===== config.mk =====
export PLATFORM = sky130hd
export DESIGN_NAME = store_buffer
export DESIGN_NICKNAME = d
export VERILOG_FILES = /design/src/rtl/store_buffer_pkg.sv /design/src/rtl/store_buffer_match.sv /design/src/rtl/store_buffer.sv
export SDC_FILE = /design/constraint.sdc
export NUM_CORES = 1
export LEC_CHECK = 0
export ABC_AREA = 1
export CORE_MARGIN = 1.5
export CORE_UTILIZATION = 45
export DETAILED_ROUTE_END_ITERATION = 6
export PLACE_DENSITY = 0.67
export SLEW_MARGIN = 25
export SYNTH_ARGS = -nofsm -noshare
export SYNTH_HDL_FRONTEND = slang
export SYNTH_SLANG_ARGS = --single-unit

===== constraint.sdc =====
create_clock -name clk -period 10.9 [get_ports clk]
set_clock_uncertainty 0.1 [all_clocks]
set_input_delay 2.18 -clock clk [delete_from_list [all_inputs] [get_ports clk]]
set_output_delay 2.18 -clock clk [all_outputs]
set_load 0.01 [all_outputs]

===== src/rtl/store_buffer_pkg.sv =====
// Shared types and helpers for the store buffer: entry layout, pointer
// width and the word-address slice used for store-to-load matching.
package store_buffer_pkg;

  localparam int SB_DATA_WIDTH = 32;
  localparam int SB_ADDR_WIDTH = 32;
  localparam int SB_DEPTH      = 4;
  localparam int PTR_W         = $clog2(SB_DEPTH);

  typedef struct packed {
    logic [SB_ADDR_WIDTH-1:0] addr;
    logic [SB_DATA_WIDTH-1:0] data;
  } sb_entry_t;

  // Entries match on whole words, so the byte offset bits are dropped.
  function automatic logic [SB_ADDR_WIDTH-3:0] word_addr(input logic [SB_ADDR_WIDTH-1:0] byte_addr);
    return byte_addr[SB_ADDR_WIDTH-1:2];
  endfunction

endpackage


===== src/rtl/store_buffer_match.sv =====
// Age-ordered priority matcher: walks the FIFO from oldest (head) to
// youngest, so the last valid match seen is the youngest pending store.
module store_buffer_match
  import store_buffer_pkg::*;
#(
  parameter int DEPTH = SB_DEPTH
) (
  input  sb_entry_t                entries [DEPTH],
  input  logic [DEPTH-1:0]         valid,
  input  logic [PTR_W-1:0]         head,
  input  logic [SB_ADDR_WIDTH-1:0] lookup_addr,
  output logic                     hit,
  output logic [PTR_W-1:0]         hit_idx
);

  // Scan in age order; a younger match overrides any older one.
  always_comb begin
    logic [PTR_W-1:0] idx;
    hit     = 1'b0;
    hit_idx = head;
    idx     = head;
    for (int k = 0; k < DEPTH; k++) begin
      idx = head + PTR_W'(k);
      if (valid[idx] && (word_addr(entries[idx].addr) == word_addr(lookup_addr))) begin
        hit     = 1'b1;
        hit_idx = idx;
      end
    end
  end

endmodule


===== src/rtl/store_buffer.sv =====
// Store buffer in front of the single-ported data memory. Stores are queued
// and drained one per cycle while no load needs the port; loads are served
// from the youngest matching pending store, otherwise from memory.
// Entry widths come from the package; the width parameters must keep
// their package defaults.
module store_buffer
  import store_buffer_pkg::*;
#(
  parameter int DATA_WIDTH = SB_DATA_WIDTH,
  parameter int ADDR_WIDTH = SB_ADDR_WIDTH,
  parameter int DEPTH      = SB_DEPTH
) (
  input  logic                  clk,
  input  logic                  reset,
  input  logic                  st_valid,
  input  logic [ADDR_WIDTH-1:0] st_addr,
  input  logic [DATA_WIDTH-1:0] st_data,
  output logic                  st_ready,
  input  logic                  ld_req,
  input  logic [ADDR_WIDTH-1:0] ld_addr,
  output logic [DATA_WIDTH-1:0] ld_data,
  output logic                  ld_stall,
  output logic                  empty,
  output logic                  mem_we,
  output logic [ADDR_WIDTH-1:0] mem_addr,
  output logic [DATA_WIDTH-1:0] mem_wd,
  input  logic [DATA_WIDTH-1:0] mem_rd
);

  localparam logic [PTR_W:0] FULL_COUNT = (PTR_W+1)'(DEPTH);

  sb_entry_t        entries [DEPTH];
  logic [PTR_W-1:0] head;
  logic [PTR_W-1:0] tail;
  logic [PTR_W:0]   count;
  logic [DEPTH-1:0] valid;
  logic             full;
  logic             enq;
  logic             deq;
  logic             fwd_hit;
  logic [PTR_W-1:0] fwd_idx;

  // Readiness depends on occupancy only, so a full buffer never accepts a
  // store even when an entry leaves in the same cycle.
  assign full     = (count == FULL_COUNT);
  assign empty    = (count == '0);
  assign st_ready = !full;
  assign enq      = st_valid && st_ready;

  // An entry is live when its distance from head is below the occupancy.
  always_comb begin
    logic [PTR_W-1:0] offset;
    valid  = '0;
    offset = '0;
    for (int i = 0; i < DEPTH; i++) begin
      offset   = PTR_W'(i) - head;
      valid[i] = ({1'b0, offset} < count);
    end
  end

  store_buffer_match #(
    .DEPTH(DEPTH)
  ) u_match (
    .entries    (entries),
    .valid      (valid),
    .head       (head),
    .lookup_addr(ld_addr),
    .hit        (fwd_hit),
    .hit_idx    (fwd_idx)
  );

  // Port arbitration: a full buffer forces a drain over a load, otherwise
  // loads own the port and stores drain only in load-free cycles.
  always_comb begin
    mem_we   = 1'b0;
    mem_addr = '0;
    mem_wd   = '0;
    ld_stall = 1'b0;
    deq      = 1'b0;
    if (full && ld_req) begin
      ld_stall = 1'b1;
      mem_we   = 1'b1;
      mem_addr = entries[head].addr;
      mem_wd   = entries[head].data;
      deq      = 1'b1;
    end else if (ld_req) begin
      mem_addr = ld_addr;
    end else if (!empty) begin
      mem_we   = 1'b1;
      mem_addr = entries[head].addr;
      mem_wd   = entries[head].data;
      deq      = 1'b1;
    end
  end

  // A draining entry is still live this cycle, so it can still forward.
  assign ld_data = fwd_hit ? entries[fwd_idx].data : mem_rd;

  // FIFO state: enqueue at tail, dequeue at head; reset drops pending stores.
  always_ff @(posedge clk or negedge reset) begin
    if (!reset) begin
      head  <= '0;
      tail  <= '0;
      count <= '0;
      for (int i = 0; i < DEPTH; i++) begin
        entries[i] <= '0;
      end
    end else begin
      if (enq) begin
        entries[tail].addr <= st_addr;
        entries[tail].data <= st_data;
        tail               <= tail + 1'b1;
      end
      if (deq) begin
        head <= head + 1'b1;
      end
      if (enq && !deq) begin
        count <= count + 1'b1;
      end else if (deq && !enq) begin
        count <= count - 1'b1;
      end
    end
  end

endmodule

==> Yosys cells after proc, flatten, opt, wreduce, memory -nomap -nowiden <==
Index checks and enable logic that the tools add are counted.
{ "totals": {"elab_cells": 110, "inputBits": 132, "output_inout_bits": 100, "reg_bits": 263} }
{ "op_classes": {"bitwise_logic": 6, "n_addsub": 10, "n_eq_ne": 5, "order_cmp": 15, "reduce_logical": 14, "muxes": 49} }
{ "ops": {"columns": ["op", "count"], "rows": [
  ["$bmux 64 s2", 5],
  ["$mux 64", 9],
  ["$bwmux 256", 2],
  ["$mux 32", 10],
  ["$demux 64 s2", 2],
  ["$eq 30x30->1", 4],
  ["$ge 3x3->1 const B", 6],
  ["$not 2->3", 6],
  ["$lt 2x3->1", 4],
  ["$lt 2x3->1 const B", 4],
  ["$mux 1", 12],
  ["$logic_and 1x1->1", 9],
  ["$bmux 1 s2", 4],
  ["$mux 2", 3],
  ["$mux 3", 2],
  ["$add 2x1->2 const B", 2],
  ["$add 2x2->2 const B", 2],
  ["$sub 1x2->2 const A", 2],
  ["$sub 2x2->2 const A", 2],
  ["$add 3x1->3 const B", 1],
  ["$eq 3x3->1 const B", 1],
  ["$logic_not 1->1", 3],
  ["$logic_not 3->1", 1],
  ["$lt 3x1->1 const B", 1],
  ["other kinds (2)", 2]
]} }

==> Logic depth before layout (Yosys ltp) <==
Gate-level depths: netlist of the first run.
{ "logic_depth": {"ltp_word": 15, "mapped_depth": 25, "mapped_depth_nobuf": 22} }

==> Cells and area by module <==
From an unflattened synthesis of the first run, not the netlist that was laid out.
{ "hier_totals": {"hier_cells": 3588, "area_unflattened_um2": 21096.5} }
{ "modules_own_cells": {"columns": ["module", "instances", "area_each_um2", "cells_per_inst", "seq_area_each_um2"], "rows": [
  ["store_buffer", 1, 15736.3, 2336, 6581.3],
  ["store_buffer_match", 1, 5360.1, 1252, 0.0]
]} }

==> Worst setup path after synthesis of the first run <==
Ideal clock, no wire load.
{ "synth_path": {"kind": "input-to-output", "startpoint": "input ld_addr[24]", "endpoint": "output ld_data[10]", "path_slack_ps": 4991, "arrival_ps": 3629, "cell_stages": 17, "path_buffers": 2, "required_ps": 8620, "cell_sequence": "inv_1 > nand3_1 > nand2_1 > nand3_1 > nor2_1 > nand2_1 > nor2_1 > nand3_2 > nand2_1 > nand3_2 > buf_4 > buf_6 > nand3_1 > nand2_1 > nand2_1 > nand3_1 > nand2_1"} }
{ "synth_between": {"elab_chain_len": 10} }
{ "synth_lines": {"columns": ["item", "line", "source"], "rows": [
  ["from (decl)", "store_buffer.sv:20", "input logic [ADDR_WIDTH-1:0] ld_addr,"],
  ["$eq 30x30->1", "store_buffer_match.sv:24", "if (valid[idx] && (word_addr(entries[idx].addr) == word_addr(lookup_addr))) begin"],
  ["$logic_and 1x1->1", "store_buffer_match.sv:24", null],
  ["$mux 2 (3 in a row)", "store_buffer_match.sv:24", null],
  ["$not 2->3 (implied by the code)", "store_buffer.sv:97", "assign ld_data = fwd_hit ? entries[fwd_idx].data : mem_rd;"],
  ["$bmux 64 s2", "store_buffer.sv:97", null],
  ["$mux 32 (implied by the code) (2 in a row)", "store_buffer.sv:97", null],
  ["$mux 32 (*)", "store_buffer.sv:97", null],
  ["to (decl)", "store_buffer.sv:21", "output logic [DATA_WIDTH-1:0] ld_data,"]
]} }
Mark *: on every way between the ends. The rest lies on a longest branch, timed or not. The select of a mux whose other input is x is not followed.

==> Worst setup path after layout of the first run <==
{ "layout_path": {"startpoint": "register head[0]", "endpoint": "output ld_data[14]"} }
{ "layout_between": {"elab_chain_len": 15} }
{ "layout_lines": {"columns": ["item", "line", "source"], "rows": [
  ["from (decl)", "store_buffer.sv:33", "logic [PTR_W-1:0] head;"],
  ["from (signal assigned)", "store_buffer.sv:115", "head <= head + 1'b1;"],
  ["$add 2x1->2", "store_buffer_match.sv:23", "idx = head + PTR_W'(k);"],
  ["$not 2->3 (implied by the code)", "store_buffer_match.sv:24", null],
  ["$bmux 64 s2", "store_buffer_match.sv:24", null],
  ["$mux 64 (implied by the code) (2 in a row)", "store_buffer_match.sv:24", null],
  ["$eq 30x30->1", "store_buffer_match.sv:24", null],
  ["$logic_and 1x1->1", "store_buffer_match.sv:24", null],
  ["$mux 2 (3 in a row)", "store_buffer_match.sv:24", null],
  ["$not 2->3 (implied by the code)", "store_buffer.sv:97", null],
  ["$bmux 64 s2", "store_buffer.sv:97", null],
  ["$mux 32 (implied by the code) (2 in a row)", "store_buffer.sv:97", null],
  ["$mux 32 (*)", "store_buffer.sv:97", null]
]} }
Marks and branches as above.

==> results of run 1 <==
[routing by layer]
layer  part of all wire, %  global-route usage, %  vias to the layer above
met5                 0.050                      0                        -
met3                   8.4                  5.377                      123
li1                      -                      -                     9552
met1                    44                  40.94                     9342
met2                    45                  46.80                      848
met4                   2.6                  9.585                        4
[power by group]
group | switching (mW) | internal, mW | total (mW)
logic | 2.76 | 1.45 | 4.21
clock network | 0.459 | 0.802 | 1.26
registers | 0.401 | 1.43 | 1.83
[kinds of logic after synthesis]
family	count (synthesis)	synth area share, %
AOI/OAI and AO/OA	424	13.35
xor gates and xnor gates	35	1.675
adders and majority gates	10	0.7246
buffers and inverters	414	9.611
DFF	263	35.96
and+or+nand+nor	1739	38.68
[cell usage in the layout, fill, tap and decap left out, drive strengths merged]
master / n
clkinv: 9
xnor2: 1
o22ai: 32
and2: 3
nand4: 8
bufinv: 6
o21ai: 306
clkdlybuf4s50: 230
nand2: 1226
nand3b: 1
a21boi: 1
nor4: 2
clkbuf: 49
o211ai: 13
xor2: 34
a221oi: 34
diode: 2
a21oi: 5
buf: 22
nand3: 372
inv: 234
nor2: 119
clkinvlp: 2
fa: 1
dfrtp: 263
ha: 9
o2111ai: 1
a31oi: 2
o32ai: 30
or2: 5
nor3: 3
[state kept, by name (all words and copies together) (netlist names)]
register	cells
tail	2
entries	256
count	3
head	2
[final timing paths]
| path | to | cells after the start |
|---|---|---|
| worst max register to register | head[1]$_DFFE_PN0P_ | 5 |
| worst min register to register | entries[81]$_DFFE_PN0P_ | 2 |
| max in group asynchronous | head[0]$_DFFE_PN0P_ | 2 |
| min in group asynchronous | entries[174]$_DFFE_PN0P_ | 1 |
| worst max-delay path | ld_data[14] | 21 |
| worst min-delay path | entries[81]$_DFFE_PN0P_ | 2 |
[stage by stage]
stage	hold slack (ns)	instances	setup WS, ns	total power, mW
2_1_floorplan	0.3530	2885	4.991	4.689
3_3_place_gp	0.3657	3486	2.115	5.875
3_5_place_dp	0.3728	3486	1.946	5.969
4_1_cts	0.3866	3548	1.415	7.265
5_1_grt	0.4072	3549	0.6765	7.938
6_report	0.3806	3550	1.157	7.302
[tightest hold or removal path, cell delays in order (launching register included)]
cell,delay [ns]
dfrtp_1,0.34
nand2_1,0.05
o21ai_0,0.05
[area by class of cell]
cell class | instances | share of cell area, %
Antenna cell | 2 | 0.02285
Clock buffer | 49 | 4.696
Clock inverter | 13 | 1.108
Inverter | 238 | 4.090
Multi-Input combinational cell | 2208 | 45.64
Sequential cell | 263 | 30.07
Tap cell | 525 | 2.999
Timing Repair Buffer | 252 | 11.37
==> flow_summary.json, run 1 <==
{
  "status": "finished with violations",
  "violations": "design-rule violations",
  "route.detailed.drc": 7,
  "cp_slowest_cell": "nand2_2",
  "fin_crit_sh_pct": 89.38,
  "end_kind": "output port",
  "wl_um": 62240,
  "seq_area_frac_synth_pct": 35.96,
  "cpPeakStageDelay_ns": 0.89,
  "netlist_area_sq_um": 18300,
  "cts_setup_buffers": 0,
  "holdCritPathClass": "register to register",
  "synthTopCellsByArea": "dfrtp_1 (36%), nand2_1 (25%), nand3_1 (10%)",
  "design_area_sq_um": 21900,
  "postPlaceCellArea_sq_um": 20620,
  "ant_nets": 0,
  "crit_family": "simple AND/OR/NAND/NOR gates",
  "drive_above_1_share_pct": 3.506,
  "ctsHoldBuffers": 0,
  "drtIter0Drc": 1855,
  "cp_cell_sequence": "clkinv_2 > nand2_2 > nand2_4 > ha_1 > nand3_1 > nand3_1 > o21ai_0 > nand2_1 > nand2_1 > nand3_1 > nor2_1 > nand3_1 > nand2_1 > nand2_1 > nand3_1 > nand2_2 > inv_2 > nand2_1 > nand3_1 > nand2_1 > clkdlybuf4s50_1",
  "die_w_um": 204.7,
  "clk_pin_slew_worst_paths_ns": 0.06,
  "multiInputGateArea_sq_um": 9996,
  "worstSetupPathType": "register to output port",
  "register_area_sq_um": 6586,
  "finalHoldViolations": 0,
  "netlist.area_leader.share_pct": 35.96,
  "cp_num_buf_inv": 3,
  "start_util_pct": 45.86,
  "vias_per_cell": 5.597,
  "async_reset_ff_share_pct": 100.0,
  "grt_pass1_vias": 18507,
  "via_count": 19869,
  "wl_per_cell_um": 17.53,
  "r2r-start": "head[0]$_DFFE_PN0P_",
  "startpoint": "head[0]$_DFFE_PN0P_",
  "power.density_nw_per_um2": 333.4,
  "dr.pass1.iters": 7,
  "final_util_pct": 54.87,
  "numCtsBuffers": 34,
  "grt_usage_pct": 29.65,
  "cap_violations": 0,
  "fillers": 3943,
  "grt_pass1_wl_um": 98880,
  "r2r_slack_ns": 7.32,
  "setup_viol": 0,
  "area_growth_pct": 19.66,
  "grt_max_degree": 154,
  "dieArea_sq_um": 41890,
  "core_area_sq_um": 39910,
  "io_pins": 232,
  "cts_max_level": 2,
  "timing.slew.headroom_pct": 31.77,
  "finalNetCount": 3139,
  "cp_max_fo": 81,
  "synth_cell_types": 36,
  "syn-num-nets": 3027,
  "fmax_ghz": 0.1026,
  "drv_slew": 0,
  "rows": 73,
  "clkSinkCount": 263,
  "vdd_drop_max_mv": 0.2213,
  "overflow": 0,
  "io_buffers": 231,
  "finalCriticalPeriod_ns": 9.743,
  "clk_latency_ns": 0.54,
  "routabilityCongestion": 0.9119,
  "ys_warn_count": 0,
  "die_h_um": 204.7,
  "dp_hpwl_um": 41040,
  "required_ns": 8.62,
  "final.setup.tns_ns": 0,
  "crit_path_start_kind": "register",
  "synthMostInstantiatedCell": "nand2_1",
  "cts_resized": 0,
  "synth_common_cells": "nand2_1 (1220), nand3_1 (369), o21ai_0 (291)",
  "synth-main-ff-cell": "dfrtp_1",
  "syn_avg_cell_area_sq_um": 6.344,
  "cts_tree": "yes",
  "cts_root_buf": "clkbuf_16",
  "tightest_slew_ns": 1.023,
  "rsz0062_at_grt": "false",
  "cts_buffer_depth": 3,
  "cp.arrival_ns": 7.46,
  "antenna_found_initial": 4,
  "synthesis.instances": 2885,
  "postSynthRegisterBits": 263,
  "p_leak_nw": 11.01,
  "hp-start": "entries[81]$_DFFE_PN0P_",
  "yosys.area.top_type": "dfrtp_1",
  "synth_edf_count": 0
}
No activity file was read; power rests on OpenSTA's default activity.
==> run 2: changes to the inputs <==
CTS_CLUSTER_SIZE = 16   (was default)
RECOVER_POWER = 25   (was default)
==> flow_summary.json, run 2 (synthesis gave the netlist of run 1 again) <==
{
  "end_kind": "output port",
  "holdCritPathClass": "register to register",
  "fmax_ghz": 0.1021,
  "die_w_um": 204.7,
  "p_leak_nw": 10.94,
  "cts_root_buf": "clkbuf_16",
  "clk_latency_ns": 0.55,
  "ctsHoldBuffers": 0,
  "setup_viol": 0,
  "layout_commonest_cell": "nand2_1",
  "rows": 73,
  "worstSetupPathType": "register to output port",
  "vdd_drop_max_mv": 0.2217,
  "finalCriticalPeriod_ns": 9.793,
  "clkSinkCount": 263,
  "final_cell_mix": "nand2_1 (1216), nand3_1 (369), o21ai_0 (291)",
  "routabilityCongestion": 0.9119,
  "antenna_found_initial": 5,
  "start_util_pct": 45.86,
  "cp.arrival_ns": 7.51,
  "cts_buffer_depth": 3,
  "fin_crit_sh_pct": 89.85,
  "dr.pass1.iters": 6,
  "cap_violations": 1,
  "required_ns": 8.62,
  "drtIter0Drc": 1962,
  "cp_max_fo": 81,
  "clk_pin_slew_worst_paths_ns": 0.06,
  "drv_slew": 112,
  "grt_usage_pct": 29.65,
  "cts_setup_buffers": 0,
  "overflow": 0,
  "tightest_slew_ns": 6.287,
  "violations": "max-capacitance violations, max-slew violations",
  "wl_um": 62180,
  "wl_per_cell_um": 17.51,
  "io_pins": 232,
  "timing.slew.headroom_pct": -319.1,
  "ant_nets": 0,
  "dp_hpwl_um": 41040,
  "die_h_um": 204.7,
  "grt_pass1_wl_um": 98790,
  "power.density_nw_per_um2": 331.1,
  "numCtsBuffers": 34,
  "final_util_pct": 54.53,
  "cts_tree": "yes",
  "finalHoldViolations": 0,
  "finalNetCount": 3139,
  "largest_reg_flops": 256,
  "rsz0062_at_grt": "false",
  "grt_max_degree": 154,
  "crit_path_start_kind": "register",
  "cts_resized": 0,
  "route.detailed.drc": 0,
  "largest-register": "entries",
  "top_regs": "entries x256, count x3",
  "status": "finished with violations",
  "cts_max_level": 2,
  "final.setup.tns_ns": 0,
  "via_count": 19738,
  "vias_per_cell": 5.560,
  "area_growth_pct": 18.92,
  "dieArea_sq_um": 41890,
  "drive_above_1_share_pct": 3.209,
  "core_area_sq_um": 39910,
  "grt_pass1_vias": 18474,
  "io_buffers": 231
}
-- run 2: area by class of cell --
| class | count | area [sq um] |
|---|---|---|
| Antenna cell | 2 | 5.005 |
| Clock buffer | 52 | 978.4 |
| Clock inverter | 10 | 168.9 |
| Fill cell | 3968 | 18150 |
| Inverter | 238 | 895.9 |
| Multi-Input combinational cell | 2208 | 9996 |
| Sequential cell | 263 | 6586 |
| Tap cell | 525 | 656.9 |
| Timing Repair Buffer | 252 | 2480 |
-- run 2: metal layers --
metal  track usage, %  vias up  wire length, um
li1                 -     9543                -
met1            40.88     9225            27100
met2            46.55      846            28090
met3            5.838      120             5321
met4            9.611        4             1629
met5                0        -               32
-- run 2: worst max-delay path, cell delays in order, from the launching register on --
cell	delay [ns]
dfrtp_4	0.75
clkinv_2	0.55
nand2_2	0.89
nand2_4	0.75
ha_1	0.55
nand3_1	0.11
nand3_1	0.07
o21ai_0	0.18
nand2_1	0.09
nand2_1	0.08
nand3_1	0.07
nor2_1	0.15
nand3_1	0.11
nand2_1	0.09
nand2_1	0.05
nand3_1	0.11
nand2_2	0.56
inv_2	0.87
nand2_1	0.15
nand3_1	0.14
nand2_1	0.05
clkdlybuf4s50_1	0.48
-- run 2: metrics by stage --
step	cells	cell area (sq um)	setup WS, ns	total power, mW	hold slack (ns)
2_1_floorplan	2885	18300	4.991	4.689	0.3530
3_3_place_gp	3486	20620	2.115	5.875	0.3657
3_5_place_dp	3486	20620	1.946	5.969	0.3728
4_1_cts	3548	21770	1.407	7.168	0.3868
5_1_grt	3549	21760	0.6641	7.841	0.4069
6_report	3550	21770	1.107	7.207	0.3810
-- run 2: final timing paths --
check	startpoint	endpoint	slack, ns	cells after the start
max	head[0]$_DFFE_PN0P_	ld_data[22]	1.11	21
min	entries[95]$_DFFE_PN0P_	entries[95]$_DFFE_PN0P_	0.38	2
max reg2reg	head[0]$_DFFE_PN0P_	head[1]$_DFFE_PN0P_	7.32	5
min reg2reg	entries[95]$_DFFE_PN0P_	entries[95]$_DFFE_PN0P_	0.38	2
max in group asynchronous	reset	entries[71]$_DFFE_PN0P_	3.27	1
min in group asynchronous	reset	entries[174]$_DFFE_PN0P_	3.84	1
-- run 2: power by group --
| group | switching, mW | internal, mW |
|---|---|---|
| registers | 0.400 | 1.43 |
| clock network | 0.466 | 0.700 |
| logic | 2.76 | 1.45 |
| total | 3.62 | 3.58 |
